===== config.mk =====
export PLATFORM = sky130hd
export DESIGN_NAME = varredura_display
export DESIGN_NICKNAME = d
export VERILOG_FILES = /design/src/rtl/varredura_pkg.sv /design/src/rtl/divisor_refresh.sv /design/src/rtl/varredura_display.sv
export SDC_FILE = /design/constraint.sdc
export NUM_CORES = 1
export LEC_CHECK = 0
export CORE_MARGIN = 3
export CORE_UTILIZATION = 55
export CTS_CLUSTER_SIZE = 40
export DETAILED_ROUTE_END_ITERATION = 8
export GPL_ROUTABILITY_DRIVEN = 1
export PLACE_DENSITY = 0.77
export SLEW_MARGIN = 20
export SYNTH_ARGS = -nofsm -noshare
export SYNTH_HDL_FRONTEND = slang
export SYNTH_HIERARCHICAL = 1
export SYNTH_SLANG_ARGS = --single-unit

===== constraint.sdc =====
create_clock -name clk -period 3.03 [get_ports clk]
set_input_delay 0.606 -clock clk [delete_from_list [all_inputs] [get_ports clk]]
set_output_delay 0.606 -clock clk [all_outputs]
set_load 0.01 [all_outputs]

===== src/rtl/varredura_pkg.sv =====
// rtl/varredura_pkg.sv - shared constants, nibble type and one-hot helper for the digit scanner
package varredura_pkg;

    localparam int N_DIGITOS_PADRAO   = 4;
    localparam int DIV_REFRESH_PADRAO = 50000;

    typedef logic [3:0] nibble_t;

    // Digit select with bit idx set; callers size-cast to their digit count.
    function automatic logic [31:0] onehot(input int unsigned idx);
        onehot = 32'd1 << idx;
    endfunction

endpackage


===== src/rtl/divisor_refresh.sv =====
// rtl/divisor_refresh.sv - prescaler producing one tick every DIV enabled clk cycles
module divisor_refresh #(
    parameter int DIV = 50000
) (
    input  logic clk,
    input  logic rst_n,
    input  logic en,
    output logic tick
);

    localparam int CW = (DIV > 1) ? $clog2(DIV) : 1;

    logic [CW-1:0] count_q;
    logic [CW-1:0] count_d;

    // Count while enabled, wrap on tick, hold when disabled.
    always_comb begin
        tick    = en && (count_q == CW'(DIV - 1));
        count_d = count_q;
        if (tick) begin
            count_d = '0;
        end else if (en) begin
            count_d = count_q + CW'(1);
        end
    end

    // Prescaler register.
    always_ff @(posedge clk) begin
        if (!rst_n) begin
            count_q <= '0;
        end else begin
            count_q <= count_d;
        end
    end

endmodule


===== src/rtl/varredura_display.sv =====
// rtl/varredura_display.sv - multiplexed hex scan controller; VARREDURA_SUPRIME_ZEROS_EN enables leading-zero blanking
module varredura_display
    import varredura_pkg::*;
#(
    parameter  int N_DIGITOS   = N_DIGITOS_PADRAO,
    parameter  int DIV_REFRESH = DIV_REFRESH_PADRAO,
    localparam int IW          = $clog2(N_DIGITOS)
) (
    input  logic                   clk,
    input  logic                   rst_n,
    input  logic [4*N_DIGITOS-1:0] valor,
    input  logic                   carga,
    input  logic                   habilita,
    output logic [3:0]             digito,
    output logic [N_DIGITOS-1:0]   anodo,
    output logic [IW-1:0]          indice,
    output logic                   quadro,
    output logic                   pendente
);

    logic                   tick;
    logic                   inicio_quadro;
    logic                   apagar;

    logic [IW-1:0]          indice_q,   indice_d;
    logic [4*N_DIGITOS-1:0] shadow_q,   shadow_d;
    logic [4*N_DIGITOS-1:0] buffer_q,   buffer_d;
    logic                   pendente_q, pendente_d;
    nibble_t                digito_q,   digito_d;
    logic [N_DIGITOS-1:0]   anodo_q,    anodo_d;
    logic                   quadro_q,   quadro_d;

    divisor_refresh #(
        .DIV (DIV_REFRESH)
    ) u_divisor (
        .clk   (clk),
        .rst_n (rst_n),
        .en    (habilita),
        .tick  (tick)
    );

    // Slot advance, frame-boundary commit of the shadow value, and next output values.
    always_comb begin
        indice_d      = indice_q;
        shadow_d      = shadow_q;
        buffer_d      = buffer_q;
        pendente_d    = pendente_q;
        digito_d      = digito_q;
        anodo_d       = anodo_q;
        quadro_d      = 1'b0;
        apagar        = 1'b0;
        inicio_quadro = 1'b0;

        if (tick) begin
            indice_d = (indice_q == IW'(N_DIGITOS - 1)) ? '0 : indice_q + IW'(1);
        end
        inicio_quadro = tick && (indice_d == '0);

        // A load on the frame-start cycle bypasses the buffer so slot 0 already shows it.
        if (inicio_quadro) begin
            if (pendente_q || carga) begin
                shadow_d = carga ? valor : buffer_q;
            end
            pendente_d = 1'b0;
        end else if (carga) begin
            buffer_d   = valor;
            pendente_d = 1'b1;
        end

`ifdef VARREDURA_SUPRIME_ZEROS_EN
        // Blank slot k>0 when it and every more-significant nibble are zero.
        apagar = (indice_d != '0) && ((shadow_d >> (4 * indice_d)) == '0);
`endif

        if (tick) begin
            digito_d = shadow_d[4*indice_d +: 4];
            anodo_d  = apagar ? '0 : N_DIGITOS'(onehot(32'(indice_d)));
            quadro_d = inicio_quadro;
        end else if (!habilita) begin
            anodo_d  = '0;
        end
    end

    // State and output registers.
    always_ff @(posedge clk) begin
        if (!rst_n) begin
            indice_q   <= IW'(N_DIGITOS - 1);
            shadow_q   <= '0;
            buffer_q   <= '0;
            pendente_q <= 1'b0;
            digito_q   <= '0;
            anodo_q    <= '0;
            quadro_q   <= 1'b0;
        end else begin
            indice_q   <= indice_d;
            shadow_q   <= shadow_d;
            buffer_q   <= buffer_d;
            pendente_q <= pendente_d;
            digito_q   <= digito_d;
            anodo_q    <= anodo_d;
            quadro_q   <= quadro_d;
        end
    end

    assign digito   = digito_q;
    assign anodo    = anodo_q;
    assign indice   = indice_q;
    assign quadro   = quadro_q;
    assign pendente = pendente_q;

endmodule


==> run_results.csv, run 1 <==
group,metric,value,unit
clock_tree,numCtsBuffers,9,
floorplan,core,4817,um2
critical_path,crit_arrival,2.92,ns
critical_path,max_stage_delay,0.64,ns
critical_path,path_class,"in2reg",
clock_tree,clk_latency,0.34,ns
place,dp.cells,399,
power,p_leak,1.320,nW
timing,clock_skew,0.006139,ns
floorplan,boundaryPins,32,
critical_path,crit_chain,"clkdlybuf4s50_1 > nand4_1 > or4_2 > nor2_1 > buf_4 > buf_12 > o21a_1 > nand3_1 > o2111ai_1 > o211ai_1",
power,pwr_density_cell,465.0,nW/um2
place,hpwl,4.179,mm
clock_tree,post_cts_buffers,0,
synthesis,ys_seq_area_share,42.99,%
detailed_routing,drtIter0Drc,89,
layout,stdcell_count,413,
critical_path,start_kind,"input port",
layout,layout_commonest_cell,"dfxtp_1",
floorplan,dieArea,5971,um2
clock_tree,clk_pin_slew,0.06,ns
detailed_routing,drtAntennaViolNets,0,
power,peakVddDrop,0.0003864,V
critical_path,required,3.24,ns
timing,slew_viol_final,0,
grt,antenna_found_initial,0,
clock_tree,clk_path_buf_depth,2,
detailed_routing,drt-pass1-iter-count,4,
clock_tree,cts.sinks,60,
timing,fin_crit_sh,89.48,%
layout,drive_above_1_share,12.43,%
power,power,1.583,mW
detailed_routing,avgRoutedWirePerCell,14.47,um
job,cap_violations,0,
critical_path,crit_family,"simple AND/OR/NAND/NOR gates",
timing,tns,0,ns
timing,finalSetupViolations,0,
clock_tree,htreeDepth,3,
run_status,status,"finished clean",
detailed_routing,drt_wl_total,5.978,mm
timing,max_clock_freq,0.3688,GHz
grt,grt_pass1_wl,10.34,mm
timing,worst_slew_pin_slew,0.6760,ns
layout,synthToLayoutAreaGrowth,21.85,%
critical_path,cp_num_buf_inv,3,
synthesis,syn_area,2794,um2
place,numPortBuffers,31,
grt,grt_overflow,0,
clock_tree,cts_tree,"yes",
synthesis,synth_flop_cell,"dfxtp_1",
timing,min_period,2.711,ns
floorplan,num_rows,25,
detailed_routing,vias_per_cell,5.581,
floorplan,die_x,77.28,um
layout,mostFrequentLayoutCells,"60 x dfxtp_1, 52 x nor2_1, 31 x clkdlybuf4s50_1",
critical_path,end_kind,"flop",
timing,rsz0062_at_grt,"false",
place,routabilityCongestion,0.8373,
grt,grt_max_degree,22,
synthesis,async_flop_share,0,%
timing,slew_headroom,54.93,%
detailed_routing,drc,0,
synthesis,ys.warnings.count,6,
layout,antennaDiodeCount,0,
synthesis,synth_edf_count,0,
synthesis,synth_seq_cells,60,
grt,grt_pass1_vias,2189,
critical_path,cp_slowest_cell,"or4_2",
clock_tree,cts_resized,0,
critical_path,critPathMaxFanout,18,
clock_tree,ctsHoldBuffers,0,
layout,finish.net_count,365,
detailed_routing,vias,2305,
hold_path,hold_path_class,"reg2reg",
synthesis,syn-num-nets,325,
floorplan,die_y,77.28,um
synthesis,postSynthAreaPerCell,9.221,um2
clock_tree,cts-root-buf,"clkbuf_8",
floorplan,start_util,58.00,%
synthesis,yosysUniqueCellTypes,47,
timing,finalHoldViolCount,0,
synthesis,syn_inst,303,
grt,track_usage,21.75,%
==> worst reg2reg max path: stages (launching register included) <==
cell and delay [ns]:
dfxtp_1 0.39, ha_1 0.24, nand4_1 0.13, or4_2 0.64, nor2_1 0.13, buf_4 0.15
buf_12 0.14, o21a_1 0.29, nand3_1 0.14, o2111ai_1 0.13, o211ai_1 0.12
==> where the power goes <==
| part | internal (mW) | total [mW] | leakage, nW | switching [mW] |
|---|---|---|---|---|
| registers | 0.805 | 0.818 | 0.487 | 0.0123 |
| logic | 0.0616 | 0.116 | 0.739 | 0.0541 |
| clock network | 0.352 | 0.650 | 0.0941 | 0.298 |
| total | 1.22 | 1.58 | 1.32 | 0.364 |
==> registers in the layout, indices dropped and copies added, names as in the netlist <==
| signal | cells |
|---|---|
| u_divisor/count_q | 16 |
| indice | 2 |
| pendente | 1 |
| anodo | 4 |
| buffer_q | 16 |
| quadro | 1 |
| digito | 4 |
| shadow_q | 16 |
==> synthesized netlist by cell type, types with 5 or more instances <==
| cell type | instances | area share, % |
|---|---|---|
| clkbuf_1 | 6 | 0.81 |
| o21ai_0 | 10 | 1.8 |
| a211oi_1 | 9 | 2.4 |
| mux2i_1 | 30 | 11 |
| o211ai_1 | 6 | 1.6 |
| nand2_1 | 12 | 1.6 |
| nor2b_1 | 6 | 1.3 |
| nor3_1 | 15 | 2.7 |
| buf_2 | 5 | 0.90 |
| nand4_1 | 6 | 1.3 |
| xnor2_1 | 11 | 3.4 |
| nand3_1 | 11 | 2.0 |
| o211a_1 | 6 | 2.1 |
| nor2_1 | 52 | 7.0 |
| dfxtp_1 | 60 | 43 |
==> layout make-up <==
type / instances / area [um2]
Multi-Input combinational cell: 220 / 1466
Clock inverter: 2 / 10.01
Inverter: 4 / 15.01
Tap cell: 67 / 83.83
Sequential cell: 60 / 1201
Fill cell: 402 / 1413
Clock buffer: 12 / 165.2
Timing Repair Buffer: 48 / 462.9
==> stage by stage <==
stage                     hold slack [ns]  instance area [um2]  setup slack, ns  utilization, %
after floorplan                    0.4559                 2794           0.2877               -
after CTS                          0.4994                 3405           0.3203           70.68
after global placement             0.4738                 3229         0.002098           67.04
after global routing               0.5163                 3405           0.1384           70.68
final                              0.4962                 3405           0.3187           70.68
after detailed placement           0.4856                 3229        -0.004789           67.04
==> cell families after synthesis <==
logic type / share of synthesized area (%)
DFF: 42.99
buffers and inverters: 4.523
and+or+nand+nor: 19.35
xor gates and xnor gates: 4.075
muxes: 11.96
adders and majority gates: 0.8955
AOI/OAI and AO/OA: 16.21
==> path summary, 6_finish.rpt <==
kind,from,endpoint,slack (ns),cells past startpoint
min reg2reg,anodo[0],anodo[0],0.50,2
max reg2reg,u_divisor/count_q[0],digito[3],0.41,10
max,habilita,digito[3],0.32,10
min,anodo[0],anodo[0],0.50,2
==> per-layer routing <==
metal / part of all wire (%) / GRT usage (%) / wire length [um] / up-vias
met5: 0 / 0 / 0 / -
met4: 2.4 / 10.68 / 143 / 0
met3: 5.0 / 7.277 / 298 / 16
met2: 48 / 34.80 / 2871 / 66
met1: 45 / 26.03 / 2665 / 1052
li1: - / - / - / 1171
No activity file was read; power rests on OpenSTA's default activity.
==> inputs of run 2 (changes only) <==
- CORE_ASPECT_RATIO: not set -> 0.9
- CORE_UTILIZATION: 55 -> 52
- PLACE_DENSITY: 0.77 -> 0.74
- SLEW_MARGIN: 20 -> not set
==> run_results.csv, run 2 (synthesized netlist as in run 1, its figures left out) <==
group,metric,value,unit
run_status,status,"finished clean",
grt,grt_pass1_wl,10.34,mm
layout,layout_commonest_cell,"dfxtp_1",
timing,fin_crit_sh,90.87,%
clock_tree,cts_tree,"yes",
critical_path,critPathMaxFanout,16,
floorplan,die_y,75.54,um
timing,min_period,2.753,ns
timing,rsz0062_at_grt,"false",
floorplan,dieArea,6290,um2
hold_path,hold_path_class,"reg2reg",
clock_tree,cts_resized,0,
clock_tree,cts.sinks,60,
critical_path,cp_slowest_cell,"or4_2",
timing,tns,0,ns
layout,finish.net_count,365,
detailed_routing,drtIter0Drc,158,
clock_tree,clk_latency,0.35,ns
detailed_routing,drtAntennaViolNets,0,
detailed_routing,drt-pass1-iter-count,4,
power,comb_power_share,7.4,%
critical_path,max_stage_delay,0.69,ns
detailed_routing,avgRoutedWirePerCell,15.05,um
clock_tree,cts-root-buf,"clkbuf_8",
grt,grt_max_degree,22,
floorplan,num_rows,24,
place,routabilityCongestion,0.8384,
critical_path,crit_arrival,2.96,ns
timing,slew_viol_final,0,
clock_tree,numCtsBuffers,9,
power,p_sw,358.7,uW
power,pwr_density_cell,461.1,nW/um2
power,swShare,23.00,%
clock_tree,post_cts_buffers,0,
floorplan,start_util,55.71,%
layout,synthToLayoutAreaGrowth,21.09,%
clock_tree,htreeDepth,3,
timing,worst_slew_pin_slew,0.6860,ns
timing,max_clock_freq,0.3632,GHz
clock_tree,clk_pin_slew,0.06,ns
grt,track_usage,21.20,%
timing,finalSetupViolations,0,
power,seqPwrFrac,52.5,%
detailed_routing,vias_per_cell,5.619,
floorplan,die_x,83.27,um
critical_path,end_kind,"flop",
timing,slew_headroom,54.27,%
floorplan,core,5015,um2
detailed_routing,vias,2315,
floorplan,boundaryPins,32,
grt,grt_overflow,0,
detailed_routing,drc,0,
power,peakVddDrop,0.0003105,V
critical_path,crit_chain,"clkdlybuf4s50_1 > nand4_1 > or4_2 > nor2_1 > buf_4 > o21ai_4 > o21ai_4 > buf_12 > mux2i_1 > nor2_1",
detailed_routing,drt_wl_total,6.199,mm
power,internal-power,1.201,mW
critical_path,path_class,"in2reg",
power,p_leak,1.314,nW
timing,finalHoldViolCount,0,
layout,reg_top3,"buffer_q (16), shadow_q (16), u_divisor/count_q (16)",
grt,antenna_found_initial,0,
timing,holdWs,0.4975,ns
layout,drive_above_1_share,12.10,%
timing,clock_skew,0.007791,ns
clock_tree,clk_path_buf_depth,2,
clock_tree,ctsHoldBuffers,0,
place,hpwl,4.351,mm
layout,mostFrequentLayoutCells,"60 x dfxtp_1, 52 x nor2_1, 31 x clkdlybuf4s50_1",
power,pwr-share-clk,40.1,%
grt,grt_pass1_vias,2174,
critical_path,required,3.24,ns
job,cap_violations,0,
critical_path,start_kind,"input port",
layout,antennaDiodeCount,0,
place,numPortBuffers,31,
==> run 2: changes by cell type in the layout (fill, tap and decap cells not counted) <==
cell	before	now
clkbuf_1	0	2
buf_12	2	1
buf_4	15	16
clkbuf_8	12	11
==> run 2: metrics by stage <==
step           cell area, um2  total power [mW]  worst slack (ns)  util, %  instances
3_3_place_gp             3214            0.9484         -0.002356    64.10        397
4_1_cts                  3383             1.576            0.2890    67.47        412
5_1_grt                  3383             1.624            0.1591    67.47        412
3_5_place_dp             3214            0.9510          -0.06828    64.10        397
6_report                 3383             1.560            0.2766    67.47        412
2_1_floorplan            2794            0.9036            0.2877        -        303
==> run 2: power by group through the flow <==
stage | Combinational, mW | Clock, mW | Sequential [mW]
2_1_floorplan | 0.0729 | 0 | 0.831
3_3_place_gp | 0.114 | 0 | 0.835
3_5_place_dp | 0.116 | 0 | 0.835
4_1_cts | 0.116 | 0.642 | 0.818
5_1_grt | 0.127 | 0.678 | 0.820
6_report | 0.115 | 0.626 | 0.818
==> run 2: final cells by class <==
class / instances / area (um2)
Sequential cell: 60 / 1201
Multi-Input combinational cell: 220 / 1466
Tap cell: 65 / 81.33
Inverter: 4 / 15.01
Fill cell: 413 / 1632
Clock buffer: 13 / 158.9
Clock inverter: 2 / 10.01
Timing Repair Buffer: 48 / 450.4
==> run 2: path summary, 6_finish.rpt <==
kind                            cells after the start  slack (ns)          end                 start
worst max-delay path                               10        0.28  buffer_q[4]              habilita
worst min-delay path                                2        0.50  buffer_q[6]           buffer_q[6]
worst max register to register                     10        0.36  buffer_q[4]  u_divisor/count_q[0]
worst min register to register                      2        0.50  buffer_q[6]           buffer_q[6]
==> run 2: routing by layer <==
metal  track usage (%)  wire length [um]
met3             6.919               325
met4             9.074                85
met2             32.30              2717
met5                 0                 0
met1             28.00              3071
==> run 2: worst max-delay path: cells and delay by family <==
kind | cells | cell delay (ns)
AOI/OAI and AO/OA | 2 | 0.31
buffers and inverters | 3 | 0.82
muxes | 1 | 0.22
and+or+nand+nor | 4 | 0.99
==> inputs of run 3 (changes only) <==
- clock period: 3.03 -> 2.82 ns (I/O delays scaled with it)
==> run_results.csv, run 3 (synthesized netlist as in run 1, its figures left out) <==
group,metric,value,unit
grt,grt_overflow,0,
clock_tree,clk_latency,0.34,ns
clock_tree,ctsHoldBuffers,0,
job,cap_violations,0,
timing,slew_viol_final,0,
place,numPortBuffers,31,
clock_tree,clk_path_buf_depth,2,
timing,fin_crit_sh,94.85,%
timing,holdWs,0.4946,ns
grt,grt_pass1_wl,10.50,mm
grt,use_met1,28.86,%
critical_path,start_kind,"input port",
layout,num-fill-cells,405,
critical_path,required,3.04,ns
detailed_routing,avgRoutedWirePerCell,14.71,um
layout,layout_commonest_cell,"dfxtp_1",
floorplan,die_x,83.27,um
detailed_routing,vias_per_cell,5.674,
detailed_routing,drtIter0Drc,104,
clock_tree,htreeDepth,3,
floorplan,die_y,75.54,um
layout,mostFrequentLayoutCells,"60 x dfxtp_1, 52 x nor2_1, 31 x clkdlybuf4s50_1",
layout,stdcell_count,420,
timing,rsz0062_at_grt,"false",
place,dp_slack,-0.1859,ns
floorplan,start_util,55.71,%
layout,reg_top3,"buffer_q (16), shadow_q (16), u_divisor/count_q (16)",
timing,max_clock_freq,0.3738,GHz
critical_path,crit_chain,"clkdlybuf4s50_1 > nand4_1 > or4_2 > nor2_1 > buf_4 > o21ai_4 > buf_4 > o31a_1 > nor3_1 > a211oi_1",
run_status,status,"finished clean",
clock_tree,clk_pin_slew,0.06,ns
layout,synthToLayoutAreaGrowth,24.68,%
clock_tree,cts_tree,"yes",
critical_path,timing.rr.start,"u_divisor/count_q[0]",
grt,grt_busiest_layer,"met2",
timing,slew_headroom,53.21,%
detailed_routing,drt-pass1-iter-count,5,
timing,finalWorstSetupSlack,0.1451,ns
hold_path,hold_path_class,"reg2reg",
timing,clock_skew,0.008975,ns
timing,worst_slew_pin_slew,0.7019,ns
timing,finalHoldViolCount,0,
power,peakVddDrop,0.0004100,V
critical_path,critPathMaxFanout,7,
layout,finish.net_count,372,
critical_path,path_class,"in2reg",
detailed_routing,drc,0,
hold_path,hold_end,"buffer_q[10]",
power,pwr_density_cell,532.0,nW/um2
critical_path,cpMostUsedCell,"buf_4",
place,post_dp_cell_area,3267,um2
power,p_leak,1.371,nW
critical_path,r2r-end,"shadow_q[15]",
critical_path,end_kind,"flop",
layout,drive_above_1_share,14.37,%
clock_tree,cts.sinks,60,
critical_path,crit_arrival,2.89,ns
detailed_routing,vias,2383,
power,power,1.853,mW
detailed_routing,drt_wl_total,6.180,mm
floorplan,boundaryPins,32,
grt,antenna_found_initial,0,
detailed_routing,drtAntennaViolNets,0,
layout,antennaDiodeCount,0,
floorplan,num_rows,24,
layout,final_area,3483,um2
clock_tree,post_cts_buffers,0,
clock_tree,numCtsBuffers,9,
critical_path,cp_slowest_cell,"or4_2",
place,routabilityCongestion,0.8774,
critical_path,ff2ff_setup_slack,0.21,ns
grt,grt_max_degree,22,
grt,use_met2,31.67,%
floorplan,core,5015,um2
timing,min_period,2.675,ns
critical_path,rr_worst_depth,10,
timing,finalSetupViolations,0,
grt,grt_pass1_vias,2191,
critical_path,max_stage_delay,0.69,ns
floorplan,dieArea,6290,um2
clock_tree,cts_resized,0,
place,hpwl,4.477,mm
place,dp.cells,404,
hold_path,hold_path_depth,2,
grt,track_usage,21.33,%
hold_path,hp-start,"buffer_q[10]",
grt,gr-usage-met3,6.486,%
clock_tree,cts-root-buf,"clkbuf_8",
==> run 3: report_power, final <==
group	internal (mW)	total, mW	leakage [nW]	switching (mW)
logic	0.0679	0.126	0.771	0.0584
registers	0.865	0.879	0.487	0.0139
clock network	0.517	0.848	0.113	0.331
total	1.45	1.85	1.37	0.403
==> run 3: final cells by class <==
type | count | area, um2 | share of cell area, %
Clock buffer | 11 | 141.4 | 4.059
Clock inverter | 5 | 75.07 | 2.155
Inverter | 4 | 15.01 | 0.4310
Multi-Input combinational cell | 220 | 1466 | 42.10
Sequential cell | 60 | 1201 | 34.48
Tap cell | 65 | 81.33 | 2.335
Timing Repair Buffer | 55 | 503.0 | 14.44
==> run 3: stage by stage <==
| step | utilization, % | setup TNS, ns |
|---|---|---|
| 6_report | 69.46 | 0 |
| 3_3_place_gp | 65.14 | -2.509 |
| 4_1_cts | 69.46 | 0 |
| 5_1_grt | 69.46 | 0 |
| 3_5_place_dp | 65.14 | -4.247 |
| 2_1_floorplan | - | 0 |
==> run 3: how the worst max path moves through the flow <==
stage | start | end | slack (ns)
after floorplan | habilita | buffer_q[0] | 0.12
after global placement | habilita | digito[2] | -0.12
after detailed placement | habilita | shadow_q[15] | -0.19
after CTS | habilita | shadow_q[15] | 0.17
after global routing | u_divisor/count_q[0] | shadow_q[13] | 0.04
final | habilita | shadow_q[15] | 0.15
==> run 3: per-layer routing <==
layer | vias to the layer above | wire length (um)
met4 | 0 | 125
met2 | 62 | 2608
li1 | 1203 | -
met1 | 1105 | 3077
met5 | - | 0
met3 | 13 | 369
==> run 3: worst max-delay path, delay by kind of cell <==
family / cells / cell delay [ns]
AOI/OAI and AO/OA: 3 / 0.41
and+or+nand+nor: 4 / 1.10
buffers and inverters: 3 / 0.81
